[src/rtl/sweep_ctrl_3_32_e.sv]
// Self-test sequencer for F = (A+B)(C+D)E: sweeps all 32 vectors,
// holds each SETTLE+1 cycles and scores the sampled F against golden.
//
// Ports:
//   Clock, Reset_b      rising-edge clock, async active-low reset
//   start, abort        sweep request (IDLE only), cancel (WAIT only)
//   f_in                F output of the network under test
//   vec                 applied vector {A,B,C,D,E}
//   busy, done, pass    sweep status; done is a one-cycle pulse
//   ones_count          sampled vectors with f_in=1
//   err_count           sampled vectors with f_in != golden
//   err_flag            first-mismatch marker
//   first_err_vec       vector of the first mismatch (0 if none)
module sweep_ctrl_3_32_e #(
    parameter int unsigned SETTLE = 0
) (
    input  logic       Clock,
    input  logic       Reset_b,
    input  logic       start,
    input  logic       abort,
    input  logic       f_in,
    output logic [4:0] vec,
    output logic       busy,
    output logic       done,
    output logic       pass,
    output logic [5:0] ones_count,
    output logic [5:0] err_count,
    output logic       err_flag,
    output logic [4:0] first_err_vec
);

    typedef enum logic [1:0] {
        IDLE,
        WAIT,
        DONE
    } state_t;

    localparam logic [3:0] SET = 4'(SETTLE);

    state_t     state, state_n;
    logic [3:0] cnt, cnt_n;
    logic [4:0] vec_n, fev_n;
    logic [5:0] ones_n, err_n;
    logic       busy_n, done_n, pass_n, flag_n;
    logic       golden;

    assign golden = (vec[4] | vec[3]) & (vec[2] | vec[1]) & vec[0];

    always_ff @(posedge Clock or negedge Reset_b) begin
        if (!Reset_b) begin
            state         <= IDLE;
            cnt           <= '0;
            vec           <= '0;
            busy          <= 1'b0;
            done          <= 1'b0;
            pass          <= 1'b0;
            ones_count    <= '0;
            err_count     <= '0;
            err_flag      <= 1'b0;
            first_err_vec <= '0;
        end else begin
            state         <= state_n;
            cnt           <= cnt_n;
            vec           <= vec_n;
            busy          <= busy_n;
            done          <= done_n;
            pass          <= pass_n;
            ones_count    <= ones_n;
            err_count     <= err_n;
            err_flag      <= flag_n;
            first_err_vec <= fev_n;
        end
    end

    always_comb begin
        state_n = state;
        cnt_n   = cnt;
        vec_n   = vec;
        busy_n  = busy;
        done_n  = 1'b0;
        pass_n  = pass;
        ones_n  = ones_count;
        err_n   = err_count;
        flag_n  = err_flag;
        fev_n   = first_err_vec;

        unique case (state)
            IDLE: begin
                if (start) begin
                    ones_n  = '0;
                    err_n   = '0;
                    flag_n  = 1'b0;
                    fev_n   = '0;
                    pass_n  = 1'b0;
                    vec_n   = '0;
                    cnt_n   = SET;
                    busy_n  = 1'b1;
                    state_n = WAIT;
                end
            end
            WAIT: begin
                // Abort wins over the sample in the same cycle.
                if (abort) begin
                    busy_n  = 1'b0;
                    vec_n   = '0;
                    state_n = IDLE;
                end else if (cnt != 4'd0) begin
                    cnt_n = cnt - 4'd1;
                end else begin
                    ones_n = ones_count + {5'd0, f_in};
                    if (f_in != golden) begin
                        err_n = err_count + 6'd1;
                        if (!err_flag) begin
                            flag_n = 1'b1;
                            fev_n  = vec;
                        end
                    end
                    if (vec == 5'd31) begin
                        busy_n  = 1'b0;
                        done_n  = 1'b1;
                        pass_n  = (err_n == 6'd0);
                        state_n = DONE;
                    end else begin
                        vec_n = vec + 5'd1;
                        cnt_n = SET;
                    end
                end
            end
            DONE: begin
                state_n = IDLE;
            end
            default: begin
                state_n = IDLE;
            end
        endcase
    end

endmodule
[config.mk]
export PLATFORM = sky130hd
export DESIGN_NAME = sweep_ctrl_3_32_e
export DESIGN_NICKNAME = d
export VERILOG_FILES = /design/src/rtl/sweep_ctrl_3_32_e.sv
export SDC_FILE = /design/constraint.sdc
export NUM_CORES = 1
export LEC_CHECK = 0
export BUFFER_PORTS_ARGS = -buffer_cell sky130_fd_sc_hd__buf_4
export CAP_MARGIN = 30
export CORE_ASPECT_RATIO = 0.9
export CORE_MARGIN = 3
export CORE_UTILIZATION = 45
export DETAILED_ROUTE_END_ITERATION = 7
export HOLD_SLACK_MARGIN = 0.02
export PLACE_DENSITY = 0.63
export SYNTH_ARGS = -nofsm -noshare
export SYNTH_HDL_FRONTEND = slang
export SYNTH_SLANG_ARGS = --single-unit
[constraint.sdc]
create_clock -name Clock -period 2.5 [get_ports Clock]
set_input_delay 0.75 -clock Clock [delete_from_list [all_inputs] [get_ports Clock]]
set_output_delay 0.75 -clock Clock [all_outputs]
set_load 0.1 [all_outputs]
Yosys cells after proc, flatten, opt, wreduce, memory -nomap -nowiden
Cells that the tools add are included.
{"block": "word_totals", "register_bits": 32, "romBits": 0, "mem_count": 0, "ram_bits": 0, "in_bits": 5, "elab_cells": 92, "latchBits": 0}
{"block": "op_classes", "n_eq_ne": 13, "muxes": 49, "add_sub_neg": 4, "bitwise_logic": 4, "order_cmp": 0, "n_reduce_logical": 12, "n_div": 0, "mul": 0, "n_shift": 0}
{"operator": "$mux W6", "n": 9}
{"operator": "$mux W5", "n": 8}
{"operator": "$pmux W6 S2", "n": 2}
{"operator": "$pmux W5 S2", "n": 2}
{"operator": "$mux W4", "n": 4}
{"operator": "$reduce_and A4 Y1", "n": 4}
{"operator": "$mux W1", "n": 15}
{"operator": "$ne A2 B2 Y1 const B", "n": 6}
{"operator": "$ne A3 B3 Y1 const B", "n": 4}
{"operator": "$reduce_and A5 Y1", "n": 2}
{"operator": "$mux W2", "n": 4}
{"operator": "$pmux W4 S2", "n": 1}
{"operator": "$add A6 B1 Y6", "n": 1}
{"operator": "$add A6 B1 Y6 const B", "n": 1}
{"operator": "$logic_not A6 Y1", "n": 1}
{"operator": "$pmux W1 S2", "n": 3}
{"operator": "$reduce_and A6 Y1", "n": 1}
{"operator": "$add A5 B1 Y5 const B", "n": 1}
{"operator": "$eq A5 B5 Y1 const B", "n": 1}
{"operator": "$pmux W2 S2", "n": 1}
{"operator": "$reduce_bool A4 Y1", "n": 1}
{"operator": "$sub A4 B1 Y4 const B", "n": 1}
{"operator": "$reduce_and A3 Y1", "n": 1}
{"operator": "$and A1 B1 Y1", "n": 2}
{"operator": "other kinds (5)", "n": 6}

Longest topological paths before layout
Gate-level depths: netlist (run 1).
{"block": "logic_depth", "word_depth": 13, "mapped_depth": 9, "mapped_depth_nobuf": 9}

Worst setup path before layout (run 1)
OpenSTA, ideal clock, no wires.
{"block": "synth_path", "kind": "flip-flop to flip-flop", "startpoint": "register vec[0]", "endpoint": "register vec[2]", "synth_period_minus_slack_ps": 2834, "setup_time_ps": 70, "arrival_time_ps": 2764, "slack_ps": -334, "t_required_ps": 2430, "path_stages_with_launch": 9, "cell_sequence": "dfrtp_1 > ha_1 > and3_1 > ha_1 > nor4b_1 > o21ai_0 > a21o_1 > or4b_2 > nand2_1"}
{"block": "synth_via", "elab_chain_cells": 5}
{"item": "start: declaration", "line_no": "22", "rtl": "output logic [4:0] vec,"}
{"item": "start signal: assignment", "line_no": "64", "rtl": "vec <= vec_n;"}
{"item": "$add A5 B1 Y5", "line_no": "124", "rtl": "vec_n = vec + 5'd1;"}
{"item": "$mux W5", "line_no": "118", "rtl": "if (vec == 5'd31) begin"}
{"item": "$mux W5", "line_no": "107", "rtl": "end else if (cnt != 4'd0) begin"}
{"item": "$mux W5", "line_no": "103", "rtl": "if (abort) begin"}
{"item": "$pmux W5 S2", "line_no": "87", "rtl": "unique case (state)"}
Several ways; a longest one is shown, not always the timed one. The select of a mux whose other input is x is not followed.
A chain may end at the register's enable or synchronous reset.

Worst setup path after layout (run 1)
Ends and elaborated chain as after synthesis.

==> impl_metrics.json, run 1 <==
{
  "vias": 1422,
  "p_sw_mw": 0.913,
  "synth_area_leaders": "dfrtp_1, o21ai_0, ha_1",
  "crit_path_max_fanout": 7,
  "final_common_cell": "buf_4",
  "startpoint_type": "register",
  "nNetsFinal": 217,
  "status": "finished clean",
  "min_period_ns": 2.37,
  "grt_pass1_vias": 1464,
  "drv_cap": 0,
  "worstPathArrival_ns": 2.58,
  "synthCells": 168,
  "slew_viol_final": 0,
  "reg2reg_slack_ns": 0.13,
  "p_per_area_mw_per_mm2": 950,
  "synth_fp_nets": 180,
  "grt-busiest-layer": "met2",
  "vias_per_cell": 5.71,
  "startpoint": "vec[0]",
  "dieArea_mm2": 0.00448,
  "peakVddDrop_mv": 0.473,
  "ys_ff_latch": 32,
  "final-setup-viol-count": 0,
  "skew_ns": 0.00628,
  "rows": 20,
  "die_h_um": 63.8,
  "grtUsageTotal_pct": 19.0,
  "numCtsBuffers": 5,
  "rr_endpoint": "vec[2]",
  "hold_buffers": 0,
  "gp_congestion": 0.823,
  "met3_usage_pct": 5.97,
  "setup_ws_ns": 0.126,
  "synth_top_area_cell": "dfrtp_1",
  "drt_iter0_drc": 147,
  "fmax_mhz": 421,
  "period_share_pct": 94.9,
  "ant_nets": 0,
  "diodes": 0,
  "r2r_cells": 8,
  "yosysUniqueCellTypes": 40,
  "grt.met2_usage_pct": 30.7,
  "ys_seq_area_share_pct": 48.0,
  "synth_enable_flop_cells": 0,
  "port_buffers": 30,
  "place_hpwl_mm": 2.79,
  "use_met1_pct": 24.1,
  "final_cell_count_no_fill": 249,
  "synth_flop_cell": "dfrtp_1",
  "cts_tree": "done",
  "grt.overflow.total": 0,
  "clockPowerShare_pct": 18.9,
  "seq_power_share_pct": 36.4,
  "switching_share_pct": 46.5,
  "grt_pass1_wl_mm": 6.73,
  "area_growth_pct": 23.7,
  "p_int_mw": 1.05,
  "min_path_type": "in -> async",
  "wl_mm": 3.86,
  "clock_latency_ns": 0.28,
  "fp.dieW_um": 70.2,
  "rsz0062_at_grt": "false",
  "async_reset_ff_share_pct": 100,
  "tightestPinTransition_ns": 0.552,
  "setup.worst_path.end_class": "register",
  "power_frac_comb_pct": 44.7,
  "synth_top_area_share_pct": 48.0,
  "htree_levels": 2,
  "r2r_start": "vec[0]",
  "pre_cts_slack_ns": 0.133,
  "cts_root_buf": "clkbuf_8",
  "drcViolationCount": 0,
  "slew_headroom_pct": 63.2,
  "synth.avg_cell_area_um2": 9.94,
  "drt_pass1_iterations": 4,
  "wl_per_cell_um": 15.5,
  "core_area_mm2": 0.00348,
  "ios": 31,
  "cts_max_path_buffers": 2,
  "seqCellArea_um2": 812,
  "synth_area_mm2": 0.00167,
  "n_fill_cell": 309,
  "start_util_pct": 48.0,
  "antenna_found_initial": 0,
  "final.setup.tns_ns": 0,
  "cts-resized-gates": 0,
  "hold_violations": 0,
  "cts_setup_buffers": 0,
  "multi_input_area_um2": 861,
  "path_class": "reg -> reg",
  "place_inst": 242,
  "drive_above_1_share_pct": 25.4,
  "p_leak_nw": 0.976,
  "final_cell_mix": "buf_4, dfrtp_1, o21ai_0",
  "cts.sinks": 32,
  "clk_pin_slew_ns": 0.06,
  "synth-warning-count": 0,
  "worstSetupEndpoint": "vec[2]",
  "critPathRequiredTime_ns": 2.71,
  "grt_max_degree": 33
}
## final cells by class
class	count	area share (%)
Clock buffer	6	3.52
Inverter	3	0.545
Clock inverter	1	0.242
Timing Repair Buffer	33	12.0
Multi-Input combinational cell	130	41.7
Sequential cell	32	39.3
Tap cell	44	2.67
## power groups by stage
stage                     Combinational [mW]  Sequential (mW)  Clock, mW
after floorplan                        0.338             1.06          0
after global placement                 0.864            0.716          0
after detailed placement               0.879            0.721          0
after CTS                              0.881            0.713      0.379
after global routing                   0.949            0.730      0.408
final                                  0.878            0.714      0.370
## sequential cells by signal, summed over array words and instances, names as in the netlist
register / count
busy: 1
cnt: 4
done: 1
err_count: 6
err_flag: 1
first_err_vec: 5
ones_count: 6
pass: 1
state: 2
vec: 5
## Yosys cell counts, drive strengths merged, types with 3 or more instances
cell,instances
dfrtp,32
ha,7
nand3,6
nand2,17
a21oi,7
o21ai,18
xnor2,7
nor3b,3
nor2,14
nor3,7
a22o,8
inv,3
a21o,4
nor4,3
## metrics by stage
| step | hold slack [ns] | utilization [%] | power, mW | cell area, um2 |
|---|---|---|---|---|
| 6_report | 0.399 | 59.4 | 1.96 | 2060 |
| 5_1_grt | 0.421 | 59.4 | 2.09 | 2060 |
| 4_1_cts | 0.413 | 59.1 | 1.97 | 2050 |
| 3_5_place_dp | 0.475 | 56.8 | 1.60 | 1980 |
| 3_3_place_gp | 0.461 | 56.8 | 1.58 | 1980 |
| 2_1_floorplan | 0.454 | - | 1.39 | 1690 |
## cells by family (layout without fill, tap and decap cells)
kind of cell / count (synthesis) / after routing / synth area share, %
fa+ha+maj: 7 / 7 / 5.25
flops: 32 / 32 / 48.0
buf+inv: 6 / 43 / 1.80
compound gates: 43 / 43 / 16.8
simple gates: 69 / 69 / 22.2
mux: 2 / 2 / 1.27
xor+xnor: 9 / 9 / 4.72
## worst min-delay path by stage
stage | to | from
finish | ones_count[1] | Reset_b
global route | ones_count[5] | Reset_b
detailed placement | busy | busy
global placement | busy | busy
floorplan | busy | Reset_b
CTS | ones_count[5] | Reset_b
## critical path: stages, from the launching register on
cell	delay [ns]
dfrtp_4	0.52
ha_4	0.18
and3_1	0.17
ha_1	0.21
nor4b_1	0.22
o21ai_0	0.11
a21o_1	0.20
or4b_2	0.61
nand2_1	0.09
## routing by layer
metal  up-vias  share of wire, %
met5         -                 0
met4         0              0.78
met3         4               4.3
met2        35                49
met1       700                46
li1        683                 -
(Power assumes the default switching activity.)
==> run 2, diff against run 1 <==
Settings changed: CORE_ASPECT_RATIO 0.9 to not set.
==> impl_metrics.json, run 2 (synthesis results as in run 1) <==
{
  "wl_mm": 3.93,
  "ant_nets": 0,
  "setup_ws_ns": 0.145,
  "cts_tree": "done",
  "peakVddDrop_mv": 0.605,
  "dieArea_mm2": 0.00448,
  "tightestPinTransition_ns": 0.533,
  "skew_ns": 0.00602,
  "die_h_um": 66.9,
  "vias_per_cell": 5.58,
  "cts_max_path_buffers": 2,
  "slowest_stage": "or4b_2",
  "max_stage_delay_ns": 0.60,
  "placed_area_mm2": 0.00198,
  "slew_viol_final": 0,
  "final.setup.tns_ns": 0,
  "numCtsBuffers": 5,
  "drv_cap": 0,
  "clk_pin_slew_ns": 0.07,
  "pre_cts_slack_ns": -0.0215,
  "port_buffers": 30,
  "startpoint_type": "register",
  "critPathRequiredTime_ns": 2.73,
  "path_class": "reg -> reg",
  "grt_max_degree": 33,
  "min_period_ns": 2.35,
  "stdcell_area_mm2": 0.00208,
  "final-setup-viol-count": 0,
  "nNetsFinal": 217,
  "antenna_found_initial": 0,
  "critPathTopFamily": "simple AND/OR/NAND/NOR gates",
  "cts.sinks": 32,
  "wl_per_cell_um": 15.6,
  "fp.dieW_um": 66.9,
  "area_growth_pct": 24.9,
  "diodes": 0,
  "setup.worst_path.end_class": "register",
  "worstPathArrival_ns": 2.58,
  "cts_root_buf": "clkbuf_8",
  "rsz0062_at_grt": "false",
  "ios": 31,
  "htree_levels": 2,
  "p_per_area_mw_per_mm2": 973,
  "start_util_pct": 48.5,
  "crit_cells": 8,
  "grt_pass1_wl_mm": 6.82,
  "reg_top3": "err_count (6), ones_count (6)",
  "fmax_mhz": 425,
  "p_leak_nw": 0.989,
  "hold_violations": 0,
  "rows": 21,
  "startpoint": "vec[0]",
  "status": "finished clean",
  "place_hpwl_mm": 2.78,
  "drt_iter0_drc": 105,
  "drcViolationCount": 0,
  "crit_path_cell_trace": "ha_4, and3_1, ha_1, nor4b_2, o21ai_0, a21o_1, or4b_2, nand2_1",
  "path_buf_inv": 0,
  "core_area_mm2": 0.00344,
  "grt_pass1_vias": 1400,
  "hold_buffers": 0,
  "min_path_type": "in -> async",
  "drt_pass1_iterations": 4,
  "period_share_pct": 94.2,
  "grt.overflow.total": 0,
  "final_common_cell": "buf_4",
  "vias": 1406,
  "r2r_cells": 8,
  "r2r_start": "vec[0]",
  "crit_path_max_fanout": 7,
  "slew_headroom_pct": 64.2,
  "gp_congestion": 0.825,
  "clock_latency_ns": 0.29,
  "grtUsageTotal_pct": 20.4,
  "final_cell_mix": "buf_4, dfrtp_1, o21ai_0",
  "drive_above_1_share_pct": 26.2
}
## run 2: changes by cell type in the layout (fill, tap and decap cells not counted)
| cell | before | now |
|---|---|---|
| nor4b_2 | 0 | 1 |
| a21oi_2 | 2 | 1 |
| a21oi_1 | 5 | 6 |
| clkbuf_8 | 5 | 6 |
| clkbuf_1 | 1 | 0 |
| clkinv_2 | 1 | 2 |
| nor4b_1 | 2 | 1 |
## run 2: layout make-up
cell class / count / area (um2)
Multi-Input combinational cell: 130 / 863
Tap cell: 46 / 57.6
Inverter: 3 / 11.3
Fill cell: 319 / 1360
Clock buffer: 6 / 82.6
Sequential cell: 32 / 812
Clock inverter: 2 / 10.0
Timing Repair Buffer: 33 / 248
## run 2: metrics by stage
| step | power (mW) | hold slack [ns] | util [%] | cells |
|---|---|---|---|---|
| after floorplan | 1.39 | 0.454 | - | 168 |
| after detailed placement | 1.60 | 0.484 | 57.5 | 244 |
| after global placement | 1.58 | 0.463 | 57.5 | 244 |
| after CTS | 2.02 | 0.405 | 60.2 | 252 |
| final | 2.03 | 0.388 | 60.6 | 252 |
| after global routing | 2.14 | 0.424 | 60.6 | 252 |
## run 2: worst reg2reg max path, stage by stage (launching register included)
cell and delay [ns]:
dfrtp_4 0.52, ha_4 0.18, and3_1 0.17, ha_1 0.22
nor4b_2 0.21, o21ai_0 0.10, a21o_1 0.21, or4b_2 0.60
nand2_1 0.08
## run 2: worst paths after layout
kind / end / slack (ns)
max in group asynchronous: vec[1] / 1.79
max reg2reg: vec[2] / 0.15
min: err_flag / 0.39
min reg2reg: busy / 0.49
max: vec[2] / 0.15
min in group Clock: busy / 0.49
## run 2: metal layers
layer / vias up / wire length (um) / share of wire, % / global-route usage [%]
li1: 683 / - / - / -
met1: 684 / 1790 / 45 / 26.3
met2: 32 / 1890 / 48 / 33.3
met3: 7 / 203 / 5.2 / 5.40
met4: 0 / 52 / 1.3 / 6.33
met5: - / 0 / 0 / 0
## run 2: what timing repair did
| action | in CTS | in global routing |
|---|---|---|
| hold endpoints to repair | 0 | 0 |
| buffers inserted | 0 | 0 |
| gates resized for setup | 0 | 2 |
| setup endpoints to repair | 0 | 7 |
## run 2: report_power, final
group          total (mW)  switching, mW  leakage [nW]  internal [mW]
Clock               0.423          0.204        0.0510          0.220
Combinational       0.890          0.624         0.511          0.267
Sequential          0.715          0.114         0.427          0.601
Total                2.03          0.942         0.989           1.09
==> run 3, diff against run 2 <==
Settings changed: CORE_MARGIN 3 to not set.
==> impl_metrics.json, run 3 (synthesis results as in run 1) <==
{
  "min_path_type": "in -> async",
  "critPathTopFamily": "simple AND/OR/NAND/NOR gates",
  "port_buffers": 30,
  "period_share_pct": 93.8,
  "drt_iter0_drc": 48,
  "wl_per_cell_um": 15.0,
  "fmax_mhz": 427,
  "area_growth_pct": 25.8,
  "cts_root_buf": "clkbuf_8",
  "max_stage_delay_ns": 0.61,
  "ios": 31,
  "grtUsageTotal_pct": 21.9,
  "post-route-util_pct": 61.0,
  "slew_headroom_pct": 62.7,
  "rsz0062_at_grt": "false",
  "final_common_cell": "buf_4",
  "grt_pass1_wl_mm": 6.57,
  "path_buf_inv": 0,
  "start_util_pct": 48.5,
  "hold_violations": 0,
  "crit_path_cell_trace": "ha_4, and3_1, ha_1, nor4b_2, o21ai_0, a21o_1, or4b_2, nand2_1",
  "dieArea_mm2": 0.00396,
  "cts_tree": "done",
  "skew_ns": 0.0104,
  "clk_pin_slew_ns": 0.07,
  "peakVddDrop_mv": 0.450,
  "drive_above_1_share_pct": 25.7,
  "drv_cap": 0,
  "grt_max_degree": 33,
  "slowest_stage": "or4b_2",
  "whs_ns": 0.390,
  "diodes": 0,
  "ant_nets": 0,
  "antenna_found_initial": 0,
  "vias_per_cell": 5.53,
  "drcViolationCount": 0,
  "grt.overflow.total": 0,
  "crit_path_max_fanout": 7,
  "grt_pass1_vias": 1395,
  "vias": 1394,
  "final_cell_mix": "buf_4, dfrtp_1, o21ai_0",
  "cts_setup_buffers": 0,
  "cts_max_path_buffers": 2,
  "slew_viol_final": 0,
  "setup_ws_ns": 0.156,
  "final.setup.tns_ns": 0,
  "wl_mm": 3.78,
  "die_h_um": 62.9,
  "gp_congestion": 0.838,
  "min_period_ns": 2.34,
  "numCtsBuffers": 5,
  "core_area_mm2": 0.00344,
  "htree_levels": 2,
  "final-setup-viol-count": 0,
  "p_leak_nw": 0.993,
  "reg_top3": "err_count (6), ones_count (6)",
  "status": "finished clean",
  "r2r_start": "vec[0]",
  "startpoint_type": "register",
  "r2r_cells": 8,
  "pre_cts_slack_ns": 0.0106,
  "drt_pass1_iterations": 4,
  "cts.sinks": 32,
  "rows": 21,
  "path_class": "reg -> reg",
  "critPathRequiredTime_ns": 2.72,
  "fp.dieW_um": 62.9,
  "reg2reg_slack_ns": 0.16,
  "nNetsFinal": 217,
  "worstPathArrival_ns": 2.56,
  "clock_latency_ns": 0.29,
  "setup.worst_path.end_class": "register",
  "rr_endpoint": "vec[2]",
  "place_hpwl_mm": 2.80,
  "tightestPinTransition_ns": 0.560,
  "p_per_area_mw_per_mm2": 995
}
run 3: layout make-up:
type	count	area, um2
Tap cell	46	57.6
Inverter	3	11.3
Timing Repair Buffer	33	248
Multi-Input combinational cell	130	863
Clock inverter	2	35.0
Sequential cell	32	812
Clock buffer	6	72.6
Fill cell	307	1340
run 3: report_power, final:
part / switching [mW] / total [mW] / internal (mW)
Combinational: 0.619 / 0.884 / 0.265
Clock: 0.196 / 0.492 / 0.296
Sequential: 0.113 / 0.714 / 0.601
run 3: worst register-to-register path: stages, from the launching register on:
cell and delay, ns:
dfrtp_4 0.52, ha_4 0.18, and3_1 0.17, ha_1 0.21
nor4b_2 0.21, o21ai_0 0.10, a21o_1 0.21, or4b_2 0.61
nand2_1 0.08
run 3: worst max-delay path by stage:
stage                            end  slack, ns  startpoint  cells past startpoint
global placement    first_err_vec[0]       0.11       abort                      6
global route                  vec[2]       0.03      vec[0]                      8
finish                        vec[2]       0.16      vec[0]                      8
detailed placement  first_err_vec[1]       0.01       abort                      6
floorplan                     vec[2]       0.01      vec[0]                      8
CTS                           vec[2]       0.11      vec[0]                      8
run 3: timing repair:
action / CTS / global route
setup endpoints to repair: 0 / 7
gates resized for setup: 0 / 2
hold buffers: 0 / 0
run 3: routing by layer:
layer  vias to the layer above  share of wire (%)  wire, um  GRT usage (%)
met3                         4                3.3       126           5.47
met2                        26                 50      1870           36.3
li1                        688                  -         -              -
met4                         0                1.1        43           7.85
met5                         -                  0         0              0
met1                       676                 46      1740           27.5
run 3: metrics by stage:
step           std cells  cell area, um2  power, mW
2_1_floorplan        168            1690       1.39
3_3_place_gp         244            1980       1.58
3_5_place_dp         244            1980       1.60
4_1_cts              252            2090       2.10
5_1_grt              252            2100       2.22
6_report             252            2100       2.09
